===== src/rtl/alu_pkg.sv =====
// Shared op codes, FSM states and op width for the sequential ALU.
// Imported by alu_muldiv_seq and muldiv_iter.
package alu_pkg;

  localparam int ALU_OP_W = 4;

  typedef enum logic [ALU_OP_W-1:0] {
    OP_AND   = 4'b0000,
    OP_OR    = 4'b0001,
    OP_ADD   = 4'b0010,
    OP_XOR   = 4'b0011,
    OP_SUB   = 4'b0110,
    OP_SLT   = 4'b0111,
    OP_MULTU = 4'b1000,
    OP_DIVU  = 4'b1001,
    OP_MULT  = 4'b1010,
    OP_DIV   = 4'b1011
  } op_t;

  typedef enum logic [1:0] {
    IDLE = 2'd0,
    BUSY = 2'd1,
    DONE = 2'd2
  } state_t;

endpackage


===== src/rtl/muldiv_iter.sv =====
// Iterative 1 bit/cycle engine: shift-add multiply, restoring divide.
// lo/hi expose the value the current iteration produces; valid with done.
module muldiv_iter
  import alu_pkg::*;
#(
  parameter int WIDTH = 32,
  parameter int CNT_W = $clog2(WIDTH) + 1
) (
  input  logic             clk,
  input  logic             rst,
  input  logic             start,
  input  logic             is_div,
  input  logic [WIDTH-1:0] a,
  input  logic [WIDTH-1:0] b,
  output logic             busy,
  output logic             done,
  output logic [WIDTH-1:0] lo,
  output logic [WIDTH-1:0] hi
);

  logic [WIDTH-1:0] acc;
  logic [WIDTH-1:0] quo;
  logic [WIDTH-1:0] opnd;
  logic             div;
  logic [CNT_W-1:0] cnt;

  logic [WIDTH:0]   sum;
  logic [WIDTH:0]   sh;
  logic [WIDTH:0]   diff;
  logic [WIDTH-1:0] nxt_acc;
  logic [WIDTH-1:0] nxt_quo;

  // acc is the high half / partial remainder, quo the low half / quotient
  always_comb begin
    sum  = {1'b0, acc} + {1'b0, opnd};
    sh   = {acc, quo[WIDTH-1]};
    diff = sh - {1'b0, opnd};
    nxt_acc = '0;
    nxt_quo = '0;
    if (div) begin
      if (sh >= {1'b0, opnd}) begin
        nxt_acc = diff[WIDTH-1:0];
        nxt_quo = {quo[WIDTH-2:0], 1'b1};
      end else begin
        nxt_acc = sh[WIDTH-1:0];
        nxt_quo = {quo[WIDTH-2:0], 1'b0};
      end
    end else if (quo[0]) begin
      nxt_acc = sum[WIDTH:1];
      nxt_quo = {sum[0], quo[WIDTH-1:1]};
    end else begin
      nxt_acc = {1'b0, acc[WIDTH-1:1]};
      nxt_quo = {acc[0], quo[WIDTH-1:1]};
    end
  end

  assign done = busy && (cnt == CNT_W'(1));
  assign lo   = nxt_quo;
  assign hi   = nxt_acc;

  always_ff @(posedge clk) begin
    if (rst) begin
      busy <= 1'b0;
      cnt  <= '0;
      acc  <= '0;
      quo  <= '0;
      opnd <= '0;
      div  <= 1'b0;
    end else if (start) begin
      busy <= 1'b1;
      cnt  <= CNT_W'(WIDTH);
      acc  <= '0;
      quo  <= a;
      opnd <= b;
      div  <= is_div;
    end else if (busy) begin
      acc <= nxt_acc;
      quo <= nxt_quo;
      cnt <= cnt - CNT_W'(1);
      if (cnt == CNT_W'(1)) busy <= 1'b0;
    end
  end

endmodule


===== src/rtl/alu_muldiv_seq.sv =====
// Handshaked ALU with iterative mul/div; FSM, flags and single-cycle path.
// ALU_SIGNED_MULDIV_EN enables signed MULT/DIV through the same engine.
module alu_muldiv_seq
  import alu_pkg::*;
#(
  parameter int WIDTH = 32,
  localparam int CNT_W = $clog2(WIDTH) + 1
) (
  input  logic                clk,
  input  logic                rst,
  input  logic                in_valid,
  output logic                in_ready,
  input  logic [ALU_OP_W-1:0] op,
  input  logic [WIDTH-1:0]    src_a,
  input  logic [WIDTH-1:0]    src_b,
  output logic                out_valid,
  input  logic                out_ready,
  output logic [WIDTH-1:0]    result,
  output logic [WIDTH-1:0]    hi,
  output logic                zero,
  output logic                div_by_zero,
  output logic                illegal_op
);

  state_t state;

  logic [WIDTH-1:0] alu_res;
  logic [WIDTH-1:0] alu_hi;
  logic             ill_d;
  logic             dbz_d;
  logic             start_op;
  logic             is_div;
  logic [WIDTH-1:0] eng_a;
  logic [WIDTH-1:0] eng_b;
  logic             accept;

  logic             eng_busy;
  logic             eng_done;
  logic [WIDTH-1:0] eng_lo;
  logic [WIDTH-1:0] eng_hi;
  logic [WIDTH-1:0] fin_lo;
  logic [WIDTH-1:0] fin_hi;

`ifdef ALU_SIGNED_MULDIV_EN
  logic             sa;
  logic             sb;
  logic [WIDTH-1:0] mag_a;
  logic [WIDTH-1:0] mag_b;
  logic             neg_prod_d;
  logic             neg_q_d;
  logic             neg_r_d;
  logic             neg_prod;
  logic             neg_q;
  logic             neg_r;
  logic [2*WIDTH-1:0] prod;

  assign sa    = src_a[WIDTH-1];
  assign sb    = src_b[WIDTH-1];
  assign mag_a = sa ? -src_a : src_a;
  assign mag_b = sb ? -src_b : src_b;
`endif

  assign in_ready = (state == IDLE);
  assign accept   = in_valid && in_ready;

  always_comb begin
    alu_res  = '0;
    alu_hi   = '0;
    ill_d    = 1'b0;
    dbz_d    = 1'b0;
    start_op = 1'b0;
    is_div   = 1'b0;
    eng_a    = src_a;
    eng_b    = src_b;
`ifdef ALU_SIGNED_MULDIV_EN
    neg_prod_d = 1'b0;
    neg_q_d    = 1'b0;
    neg_r_d    = 1'b0;
`endif
    case (op)
      OP_AND: alu_res = src_a & src_b;
      OP_OR:  alu_res = src_a | src_b;
      OP_ADD: alu_res = src_a + src_b;
      OP_XOR: alu_res = src_a ^ src_b;
      OP_SUB: alu_res = src_a - src_b;
      OP_SLT: alu_res = {{(WIDTH-1){1'b0}},
                         $signed(src_a) < $signed(src_b)};
      OP_MULTU: start_op = 1'b1;
      OP_DIVU: begin
        if (src_b == '0) begin
          dbz_d   = 1'b1;
          alu_res = '1;
          alu_hi  = src_a;
        end else begin
          start_op = 1'b1;
          is_div   = 1'b1;
        end
      end
`ifdef ALU_SIGNED_MULDIV_EN
      OP_MULT: begin
        start_op   = 1'b1;
        eng_a      = mag_a;
        eng_b      = mag_b;
        neg_prod_d = sa ^ sb;
      end
      OP_DIV: begin
        if (src_b == '0) begin
          dbz_d   = 1'b1;
          alu_res = '1;
          alu_hi  = src_a;
        end else begin
          start_op = 1'b1;
          is_div   = 1'b1;
          eng_a    = mag_a;
          eng_b    = mag_b;
          neg_q_d  = sa ^ sb;
          neg_r_d  = sa;
        end
      end
`endif
      default: ill_d = 1'b1;
    endcase
  end

  muldiv_iter #(
    .WIDTH (WIDTH),
    .CNT_W (CNT_W)
  ) u_iter (
    .clk    (clk),
    .rst    (rst),
    .start  (accept && start_op),
    .is_div (is_div),
    .a      (eng_a),
    .b      (eng_b),
    .busy   (eng_busy),
    .done   (eng_done),
    .lo     (eng_lo),
    .hi     (eng_hi)
  );

`ifdef ALU_SIGNED_MULDIV_EN
  // Sign correction rides on the last iteration, so latency is unchanged
  always_comb begin
    prod = {eng_hi, eng_lo};
    if (neg_prod) prod = -prod;
    fin_lo = prod[WIDTH-1:0];
    fin_hi = prod[2*WIDTH-1:WIDTH];
    if (neg_q) fin_lo = -eng_lo;
    if (neg_r) fin_hi = -eng_hi;
  end

  always_ff @(posedge clk) begin
    if (rst) begin
      neg_prod <= 1'b0;
      neg_q    <= 1'b0;
      neg_r    <= 1'b0;
    end else if (accept) begin
      neg_prod <= neg_prod_d;
      neg_q    <= neg_q_d;
      neg_r    <= neg_r_d;
    end
  end
`else
  assign fin_lo = eng_lo;
  assign fin_hi = eng_hi;
`endif

  always_ff @(posedge clk) begin
    if (rst) begin
      state       <= IDLE;
      out_valid   <= 1'b0;
      result      <= '0;
      hi          <= '0;
      zero        <= 1'b0;
      div_by_zero <= 1'b0;
      illegal_op  <= 1'b0;
    end else begin
      case (state)
        IDLE: begin
          if (in_valid) begin
            if (start_op) begin
              state <= BUSY;
            end else begin
              state       <= DONE;
              out_valid   <= 1'b1;
              result      <= alu_res;
              hi          <= alu_hi;
              zero        <= (alu_res == '0);
              div_by_zero <= dbz_d;
              illegal_op  <= ill_d;
            end
          end
        end
        BUSY: begin
          if (eng_busy && eng_done) begin
            state       <= DONE;
            out_valid   <= 1'b1;
            result      <= fin_lo;
            hi          <= fin_hi;
            zero        <= (fin_lo == '0);
            div_by_zero <= 1'b0;
            illegal_op  <= 1'b0;
          end
        end
        DONE: begin
          if (out_ready) begin
            state       <= IDLE;
            out_valid   <= 1'b0;
            div_by_zero <= 1'b0;
            illegal_op  <= 1'b0;
          end
        end
        default: state <= IDLE;
      endcase
    end
  end

endmodule


===== config.mk =====
export PLATFORM = sky130hd
export DESIGN_NAME = alu_muldiv_seq
export DESIGN_NICKNAME = d
export VERILOG_FILES = /design/src/rtl/alu_pkg.sv /design/src/rtl/muldiv_iter.sv /design/src/rtl/alu_muldiv_seq.sv
export SDC_FILE = /design/constraint.sdc
export NUM_CORES = 1
export LEC_CHECK = 0
export ABC_AREA = 0
export CAP_MARGIN = 5
export CORE_ASPECT_RATIO = 1.1
export CORE_MARGIN = 8
export CORE_UTILIZATION = 60
export DETAILED_ROUTE_END_ITERATION = 16
export PLACE_DENSITY = 0.87
export SKIP_CTS_REPAIR_TIMING = 1
export SYNTH_ARGS = -nofsm -noshare
export SYNTH_HDL_FRONTEND = slang
export SYNTH_SLANG_ARGS = --single-unit

===== constraint.sdc =====
create_clock -name clk -period 10.11 [get_ports clk]
set_clock_uncertainty 0.1 [all_clocks]
set_input_delay 2.022 -clock clk [delete_from_list [all_inputs] [get_ports clk]]
set_output_delay 2.022 -clock clk [all_outputs]
set_load 0.02 [all_outputs]

== Yosys cells after proc, flatten, opt, wreduce, memory -nomap -nowiden ==
Index checks and enable logic that the tools add are counted.

* Magnitude comparators: 2
* Add/subtract/negate cells: 5
* Bitwise gates (word level): 3
* Equality and inequality tests: 14
* Reductions and logical operators: 17
* Muxes and demuxes: 52

{| class="wikitable"
|+ Operator list
! operator !! count
|-
| $mux W32 || 16
|-
| $pmux W32 S7 || 1
|-
| $pmux W32 S2 || 2
|-
| $logic_not A32 Y1 || 3
|-
| $sub A32 B32 Y32 || 2
|-
| $add A32 B32 Y33 || 1
|-
| $ge A33 B32 Y1 || 1
|-
| $add A32 B32 Y32 || 1
|-
| $and A32 B32 Y32 || 1
|-
| $lt A32 B32 Y1 || 1
|-
| $or A32 B32 Y32 || 1
|-
| $xor A32 B32 Y32 || 1
|-
| $mux W1 || 21
|-
| $mux W6 || 2
|-
| $pmux W1 S3 || 3
|-
| $eq A4 B2 Y1 const B || 2
|-
| $eq A4 B3 Y1 const B || 2
|-
| $eq A4 B4 Y1 const B || 2
|-
| $mux W2 || 4
|-
| $ne A2 B2 Y1 const B || 4
|-
| $reduce_or A8 Y1 || 1
|-
| $eq A6 B1 Y1 const B || 1
|-
| $pmux W2 S3 || 1
|-
| $sub A6 B1 Y6 const B || 1
|-
| other kinds (13) || 18
|}

* Output and inout bits: 69
* Input port bits: 72
* Logic and storage cells: 107
* Register bits: 174

== Depth between registers and ports, before layout ==
Gate-level depths: netlist of the first run.

* Depth after elaboration: 7
* Gate-level depth with buffers: 15
* Gate-level depth less buffers: 15

== Hierarchy ==
Synthesis of the first run repeated with hierarchy kept, for this count alone.

* Cell total of the unflattened synthesis: 2538
* Area total of the unflattened synthesis: 18138.6 um2

{| class="wikitable"
|+ Modules (own cells, without submodules)
! module !! instances !! cells an instance !! seq. area each (um2) !! area an instance (um2)
|-
| alu_muldiv_seq || 1 || 1328 || 1401.3 || 9127.5
|-
| muldiv_iter || 1 || 1210 || 2082.0 || 9011.1
|}

== Worst setup path before layout of the first run ==
No wires, ideal clock.

* Kind: input to register
* Start: in src_a[0]
* End: reg zero
* Path slack: 4.919 ns
* Required time: 9.922 ns
* Buffers on the path: 0
* Stages: 15
* Setup time: 0.088 ns
* Arrival time: 5.003 ns
* Path through: inv_1 -> ha_1 -> fa_1 -> o21ba_1 -> or4_4 -> a21oi_4 -> o21ai_2 -> a21oi_2 -> a41oi_2 -> a221oi_2 -> o21ai_1 -> or3_1 -> nor4_2 -> nand4b_1 -> o32ai_2

* Longest elaborated chain between the ends: 6
* Elaborated cells between the ends (all ways): 11
* Classes of those cells: add/sub (2); order compare (1); mux (4); bitwise (3); reduce/logical (1)

{| class="wikitable"
|+ Ends and longest elaborated chain
! item !! line !! RTL
|-
| from (decl) || alu_muldiv_seq.sv:14 || <nowiki>input logic [WIDTH-1:0] src_a,</nowiki>
|-
| $sub A32 B32 Y32, or another cell as far along || alu_muldiv_seq.sv:85 || <nowiki>OP_SUB: alu_res = src_a - src_b;</nowiki>
|-
| $pmux W32 S7 * || alu_muldiv_seq.sv:80 || <nowiki>case (op)</nowiki>
|-
| $logic_not A32 Y1 * || alu_muldiv_seq.sv:188 || <nowiki>zero <= (alu_res == '0);</nowiki>
|-
| $mux W1 * || alu_muldiv_seq.sv:181 || <nowiki>if (start_op) begin</nowiki>
|-
| $mux W1 * || alu_muldiv_seq.sv:180 || <nowiki>if (in_valid) begin</nowiki>
|-
| $pmux W1 S2 * || alu_muldiv_seq.sv:178 || <nowiki>case (state)</nowiki>
|-
| to (signal assigned) || alu_muldiv_seq.sv:188 ||
|-
| to (signal assigned) || alu_muldiv_seq.sv:200 || <nowiki>zero <= (fin_lo == '0);</nowiki>
|-
| to (decl) || alu_muldiv_seq.sv:20 || <nowiki>output logic zero,</nowiki>
|}

Every way passes the cells marked *; elsewhere a longest branch is shown, timed or not. The select of a mux whose other input is x is not followed.
A chain may end at the register's enable or synchronous reset.

== Worst setup path after layout of the first run ==
* Start: in src_a[7]
* End: reg zero

The elaborated chain is that of the path after synthesis.

==> parameters.txt, run 1 <==
Parameter                              Value

Status
  Status    finished clean

Critical path
  Data arrival at the endpoint of the critical path    6.41 ns
  Crit path kind    in2reg
  Launch instance of the worst register-to-register path    u_iter.opnd[1]
  Capturing point of the worst reg2reg path    zero
  Nature of the critical path endpoint    register
  Number of cells on the worst reg-to-reg path    15
  Crit-path max FO    11
  CP peak stage delay    0.79 ns
  Required time worst endpoint    10.38 ns
  CP cell instances    clkdlybuf4s50_1 > inv_1 > ha_1 > o211ai_1 > o21ai_1 > nor3b_1 > a21oi_2 > o21ai_0 > nor2_1 > o2bb2ai_1 > nand4_1 > nor4_2 > nand4b_1 > o32ai_2
  CP startpoint kind    primary input
  Cell with the largest stage delay on the worst path    sky130_fd_sc_hd__clkdlybuf4s50_1
  Setup slack of the worst register-to-register path    between 5 and 6 ns

Timing
  Setup repair after global routing missed its margin    false
  Endpoints failing hold    0
  Final Hold Slack    0.356 ns
  Worst slew pin tran    1.32 ns
  Relative slew margins    11.4%
  Final number of max-transition violations    0
  Highest Clock Rate    approximately 160 MHz
  Shortest period the worst path allows    6.14 ns
  Final setup fails    0
  Part of the cycle the worst path needs    60.8%
  Post-route setup TNS    0 ns

Placed design
  Routability congestion estimate from global placement    between 1 and 1.5
  Count of input and output buffers    140
  Total half-perimeter wirelength after legalization and detailed placement    50.4 mm
  Cell area after placement    0.0188 mm2

Cells and area
  Register area    0.00349 mm2
  Number of nets in the finished design    roughly 2700
  Total of fill cells in the finished design    2437
  Fraction of final layout cells with drive strength greater than 1    4.34%
  Fin util    67.8%
  Relative area change from synthesis to final layout    12.0%
  Summed area of non-filler cells in the final layout    0.0194 mm2
  Combined area of the multi-input logic cells    0.0127 mm2

Drt
  Total vias in the final route    19500
  Initial drt markers    2846
  Antenna-violating nets left    0
  Routed Wire Length    67.7 mm
  Mean number of vias per cell    6.89
  Detailed-route wire length per cell    23.9 um
  Number of DRC violations after detailed routing    0
  1st-pass router iterations    7

Yosys
  Flip-flop cell with the highest count after synthesis    sky130_fd_sc_hd__dfxtp_1
  Count of cell types in the netlist    between 90 and 100
  Total nets after synthesis    roughly 2700
  Yosys warns    0
  Sequential element share of the synthesized area    about a fifth
  Cell count after synthesis    2416
  Fraction of registers with async set or reset after synthesis    0%
  Synthesized cell area    approximately 0.017 mm2
  Total of flip-flops plus latches after synthesis    around 170
  Post-synthesis average cell area    7.15 um2
  Cell type with the highest aggregate area in the netlist    sky130_fd_sc_hd__dfxtp_1
  Count of flip-flops with a built-in enable after synthesis    0
  Largest cells by area after synthesis    sky130_fd_sc_hd__dfxtp_1 20%, sky130_fd_sc_hd__ha_1 13%, sky130_fd_sc_hd__a21oi_1 8.2%
  Area share of the leading cell type in the synthesized netlist    20.2%

Pwr
  Power per cell area    122 mW/mm2
  Peak supply drop    around 0.00013 V
  Leakage power figure    7.65 nW
  Power consumption    approximately 2.4 mW

GRT
  Grt total ovfl    0
  Pin count of the biggest net entering global routing    76
  Number of global-route vias before repair    roughly 19000
  Global-route wire length before repair    105 mm
  Aggregate global-route resource usage    38.1%
  Initial antenna violation count    4

Floorplanning
  Site row count    65
  Area of the die    0.0345 mm2
  Initial core utilization    about three fifths
  Overall die height    between 150 and 200 um
  I/O pin cnt    141
  Die Span X    around 180 um
  Core Area    about 0.029 mm2

Flow run
  Max-Cap Viols    0

Hold path
  Worst min-delay path class    reg2reg
  Hold Crit Endpoint    result[7]
  Worst hold stages    2
  Beginning of the worst hold path    result[7]

Clocking
  Master cell of the clock root buffer    sky130_fd_sc_hd__clkbuf_16
  Clk Latency, worst-skew pair    0.45 ns
  Maximum buffer depth of the clock tree    2
  Clock transition time at the flip-flop clock pins of the worst setup and hold paths    about 0.070 ns
  # H-tree levels    4
  Num CTS Buffers    17
  CTS tree    built
  Clock Sinks    174
-- metal layers --
layer  vias up  wire length (um)  GRT usage, %
met4         4              3530          18.0
met1      9124             26700          49.8
met3       289              7630          7.99
met2      1311             29800          58.7
met5         -                26             0
li1       8819                 -             -
-- how the worst max path moves through the flow --
stage / slack [ns] / end / from / depth (start not counted)
6_report: 3.97 / zero / src_a[7] / 14
5_1_grt: 3.80 / zero / src_b[0] / 16
4_1_cts: 4.09 / zero / src_b[0] / 16
3_5_place_dp: 3.66 / zero / src_b[0] / 16
3_3_place_gp: 3.76 / zero / src_a[11] / 14
2_1_floorplan: 4.92 / zero / src_a[0] / 15
-- metrics by stage --
| step | setup slack, ns | cells |
|---|---|---|
| finish | 3.97 | 2835 |
| global route | 3.80 | 2834 |
| CTS | 4.09 | 2832 |
| detailed placement | 3.66 | 2801 |
| global placement | 3.76 | 2801 |
| floorplan | 4.92 | 2416 |
-- state kept, by name (all words and copies together), names as in the netlist --
signal,count
out_valid,1
u_iter.div,1
illegal_op,1
u_iter.quo,32
state,2
u_iter.opnd,32
u_iter.acc,32
u_iter.busy,1
div_by_zero,1
result,32
zero,1
hi,32
u_iter.cnt,6
-- cells in the final DEF, fill, tap and decap left out, types with 44 or more instances in the layout --
cell type                         count
sky130_fd_sc_hd__mux2i_1             67
sky130_fd_sc_hd__nand2_1            344
sky130_fd_sc_hd__xnor2_1             45
sky130_fd_sc_hd__o211ai_1            85
sky130_fd_sc_hd__a21oi_1            282
sky130_fd_sc_hd__a21o_1              44
sky130_fd_sc_hd__inv_1              151
sky130_fd_sc_hd__nor2_1             175
sky130_fd_sc_hd__ha_1               177
sky130_fd_sc_hd__nor3_1              50
sky130_fd_sc_hd__a211oi_1            47
sky130_fd_sc_hd__o21ai_0            128
sky130_fd_sc_hd__dfxtp_1            172
sky130_fd_sc_hd__clkdlybuf4s50_1    139
-- power breakdown --
group / internal [mW] / switching (mW)
clock network: 0.358 / 0.310
registers: 0.732 / 0.0414
logic: 0.332 / 0.589
total: 1.42 / 0.940
-- cells in the mapped netlist (27+ instances only) --
cell and n:
sky130_fd_sc_hd__nand2_1 345, sky130_fd_sc_hd__a21oi_1 282, sky130_fd_sc_hd__ha_1 178, sky130_fd_sc_hd__nor2_1 175, sky130_fd_sc_hd__dfxtp_1 174, sky130_fd_sc_hd__inv_1 151
sky130_fd_sc_hd__o21ai_0 128, sky130_fd_sc_hd__clkbuf_1 105, sky130_fd_sc_hd__o211ai_1 85, sky130_fd_sc_hd__mux2i_1 67, sky130_fd_sc_hd__nor3_1 52, sky130_fd_sc_hd__a211oi_1 47
sky130_fd_sc_hd__xnor2_1 45, sky130_fd_sc_hd__a21o_1 44, sky130_fd_sc_hd__nand3_1 42, sky130_fd_sc_hd__nand2b_1 30, sky130_fd_sc_hd__a31oi_1 29, sky130_fd_sc_hd__nand4_1 27
-- worst max-delay path: cells and delay by family --
family	cells	cell delay, ns
compound gates	6	1.73
buf+inv	2	0.89
simple gates	5	1.21
fa+ha+maj	1	0.56
-- cell type report --
cell class / instances / share of cell area [%]
clock buffer: 18 / 2.33
multi-input combinational: 1941 / 65.4
clock inverter: 13 / 0.666
inverter: 154 / 2.99
timing repair buffer: 165 / 8.20
antenna: 2 / 0.0259
sequential: 174 / 18.0
tap: 368 / 2.38
-- cell families (layout without fill, tap and decap cells) --
group	count (synthesis)	count (layout)	share of synthesized area, %
multiplexers	68	68	3.95
adder cells (fa/ha/maj)	182	182	13.4
AO/OA/AOI/OAI	831	831	31.4
buffers and inverters	301	350	6.83
XOR/XNOR	69	69	3.50
flip-flops	174	174	20.2
other	0	2	0
AND/OR/NAND/NOR	791	791	20.8
Note: power is estimated with default switching activity, not from simulation.
==> run 2, diff against run 1 <==
--- a/config.mk
+++ b/config.mk
@@ -9,9 +9,9 @@
 export CAP_MARGIN = 5
 export CORE_ASPECT_RATIO = 1.1
 export CORE_MARGIN = 8
-export CORE_UTILIZATION = 60
+export CORE_UTILIZATION = 55
 export DETAILED_ROUTE_END_ITERATION = 16
-export PLACE_DENSITY = 0.87
+export PLACE_DENSITY = 0.84
 export SKIP_CTS_REPAIR_TIMING = 1
 export SYNTH_ARGS = -nofsm -noshare
 export SYNTH_HDL_FRONTEND = slang
==> constraint.sdc (replaced) <==
create_clock -name clk -period 5.4 [get_ports clk]
set_clock_uncertainty 0.1 [all_clocks]
set_input_delay 1.08 -clock clk [delete_from_list [all_inputs] [get_ports clk]]
set_output_delay 1.08 -clock clk [all_outputs]
set_load 0.02 [all_outputs]
==> parameters.txt, run 2 (synthesis results as in run 1) <==
Parameter                              Value

Cells and area
  Top library cells by usage in the layout, fill and taps aside    344 x sky130_fd_sc_hd__nand2_1, 282 x sky130_fd_sc_hd__a21oi_1, 177 x sky130_fd_sc_hd__ha_1, 175 x sky130_fd_sc_hd__nor2_1, 172 x sky130_fd_sc_hd__dfxtp_1
  Combined area of the multi-input logic cells    0.0127 mm2 (about the same)
  Summed area of non-filler cells in the final layout    0.0202 mm2 (+4.2%)
  Most common cell after layout, fill and taps aside    sky130_fd_sc_hd__nand2_1
  Fin util    64.8% (-3.0 points)
  Number of nets in the finished design    2804 (+3.6%)
  Register area    0.00349 mm2 (unchanged)
  Relative area change from synthesis to final layout    16.8%
  Total of fill cells in the finished design    2824 (+16%)
  Number of diodes added for antenna fixing    0 (-2)
  Fraction of final layout cells with drive strength greater than 1    8.00% (+3.7 points)

Drt
  Number of DRC violations after detailed routing    0 (unchanged)
  Initial drt markers    2867 (+0.74%)
  Mean number of vias per cell    6.67 (-3.2%)
  Detailed-route wire length per cell    23.7 um (-0.69%)
  Total vias in the final route    19900 (+1.9%)
  Routed Wire Length    70.8 mm (+4.5%)
  1st-pass router iterations    7 (unchanged)
  Antenna-violating nets left    0 (unchanged)

Timing
  Shortest period the worst path allows    ~5.2 ns
  Worst slew pin tran    0.975 ns (-0.343 ns)
  Setup repair after global routing missed its margin    false
  Relative slew margins    34.8% (+23 points)
  Post-route setup TNS    0 ns (unchanged)
  Final number of max-transition violations    0 (unchanged)
  Highest Clock Rate    slightly below 200 MHz
  Part of the cycle the worst path needs    95.4%
  Final setup fails    0 (unchanged)
  Post-route worst setup slack    0.249 ns (-3.72 ns)
  Endpoints failing hold    0 (unchanged)

Status
  Status    finished clean

Floorplanning
  I/O pin cnt    141 (unchanged)
  Core Area    0.0311 mm2 (+9.1%)
  Site row count    68 (+4.6%)
  Initial core utilization    55.5% (-5.0 points)
  Area of the die    0.0374 mm2 (+8.3%)
  Die Span X    185 um (+4.0%)
  Overall die height    202 um (+4.1%)

Placed design
  Placement Setup Slack    -0.0342 ns (-3.69 ns)
  Routability congestion estimate from global placement    0.988 (-2.6%)
  Count of input and output buffers    140 (unchanged)
  Total half-perimeter wirelength after legalization and detailed placement    54.2 mm (+7.6%)
  Cell area after placement    0.0196 mm2 (+4.4%)

Critical path
  Required time worst endpoint    5.68 ns (-4.70 ns)
  Data arrival at the endpoint of the critical path    5.43 ns (-0.98 ns)
  Critical path's top delay family    simple AND/OR/NAND/NOR gates
  CP peak stage delay    0.80 ns (about the same)
  Number of buffers and inverters on the critical path    4 (+2)
  Nature of the critical path endpoint    register
  Crit-path max FO    4 (-7)
  CP startpoint kind    primary input
  CP cell instances    clkdlybuf4s50_1 > nor4_1 > nand4_1 > buf_4 > o311a_1 > nor3_4 > o2111ai_1 > nor3_1 > nand4_1 > nor4_1 > buf_4 > nand4_1 > buf_4 > nor4_2 > nand4b_1 > o32ai_2
  Crit path kind    in2reg
  Cell with the largest stage delay on the worst path    sky130_fd_sc_hd__nor4_1

Pwr
  Power per cell area    225 mW/mm2 (+84%)
  Power consumption    4.54 mW (+92%)
  Leakage power figure    8.13 nW (+6.3%)
  Peak supply drop    0.000229 V (+82%)

Hold path
  Worst min-delay path class    reg2reg

GRT
  Initial antenna violation count    1 (-3)
  Aggregate global-route resource usage    36.7% (-1.4 points)
  Global-route wire length before repair    108 mm (+3.3%)
  Grt total ovfl    0 (unchanged)
  Number of global-route vias before repair    18800 (+1.1%)
  Pin count of the biggest net entering global routing    92 (+21%)

Clocking
  Clock transition time at the flip-flop clock pins of the worst setup and hold paths    0.08 ns (about the same)
  CTS tree    built
  Master cell of the clock root buffer    sky130_fd_sc_hd__clkbuf_16
  Num CTS Buffers    17 (unchanged)
  Clk Latency, worst-skew pair    0.46 ns (about the same)
  # H-tree levels    4 (unchanged)
  Clock Sinks    174 (unchanged)
  Maximum buffer depth of the clock tree    2 (unchanged)

Flow run
  Max-Cap Viols    0 (unchanged)
-- run 2: through the flow --
step	std cells	hold slack [ns]
after floorplan	2416	0.354
after detailed placement	2951	0.344
after global placement	2951	0.341
after global routing	2983	0.371
after CTS	2983	0.352
final	2983	0.353
-- run 2: layout make-up --
type,instances,area share [%]
Multi-Input combinational cell,1941,62.8
Tap cell,420,2.60
Timing Repair Buffer,262,11.5
Inverter,154,2.86
Clock buffer,17,2.11
Clock inverter,15,0.825
Sequential cell,174,17.3
-- run 2: power breakdown --
| part | total (mW) | leakage [nW] | switching (mW) | internal, mW |
|---|---|---|---|---|
| clock network | 1.27 | 0.284 | 0.649 | 0.623 |
| logic | 1.82 | 6.43 | 1.14 | 0.681 |
| registers | 1.44 | 1.42 | 0.0726 | 1.37 |
| total | 4.54 | 8.13 | 1.86 | 2.67 |
-- run 2: final timing paths --
path / slack (ns) / start / depth (start not counted) / end
max: 0.25 / src_b[14] / 16 / zero
min reg2reg: 0.35 / result[8] / 2 / result[8]
max reg2reg: 0.63 / u_iter.opnd[1] / 15 / hi[4]
min: 0.35 / result[8] / 2 / result[8]
-- run 2: per-layer routing --
metal  global-route usage, %  vias to the layer above  part of all wire [%]
li1                        -                     9005                     -
met1                    48.4                     9413                    40
met2                    57.6                     1243                    44
met3                    6.02                      246                    10
met4                    16.8                        2                   5.0
met5                       0                        -                 0.017
-- run 2: tightest hold or removal path, delay by kind of cell, from the launching register on --
kind	cells	cell delay (ns)
flip-flops	1	0.31
AO/OA/AOI/OAI	1	0.05
AND/OR/NAND/NOR	1	0.05
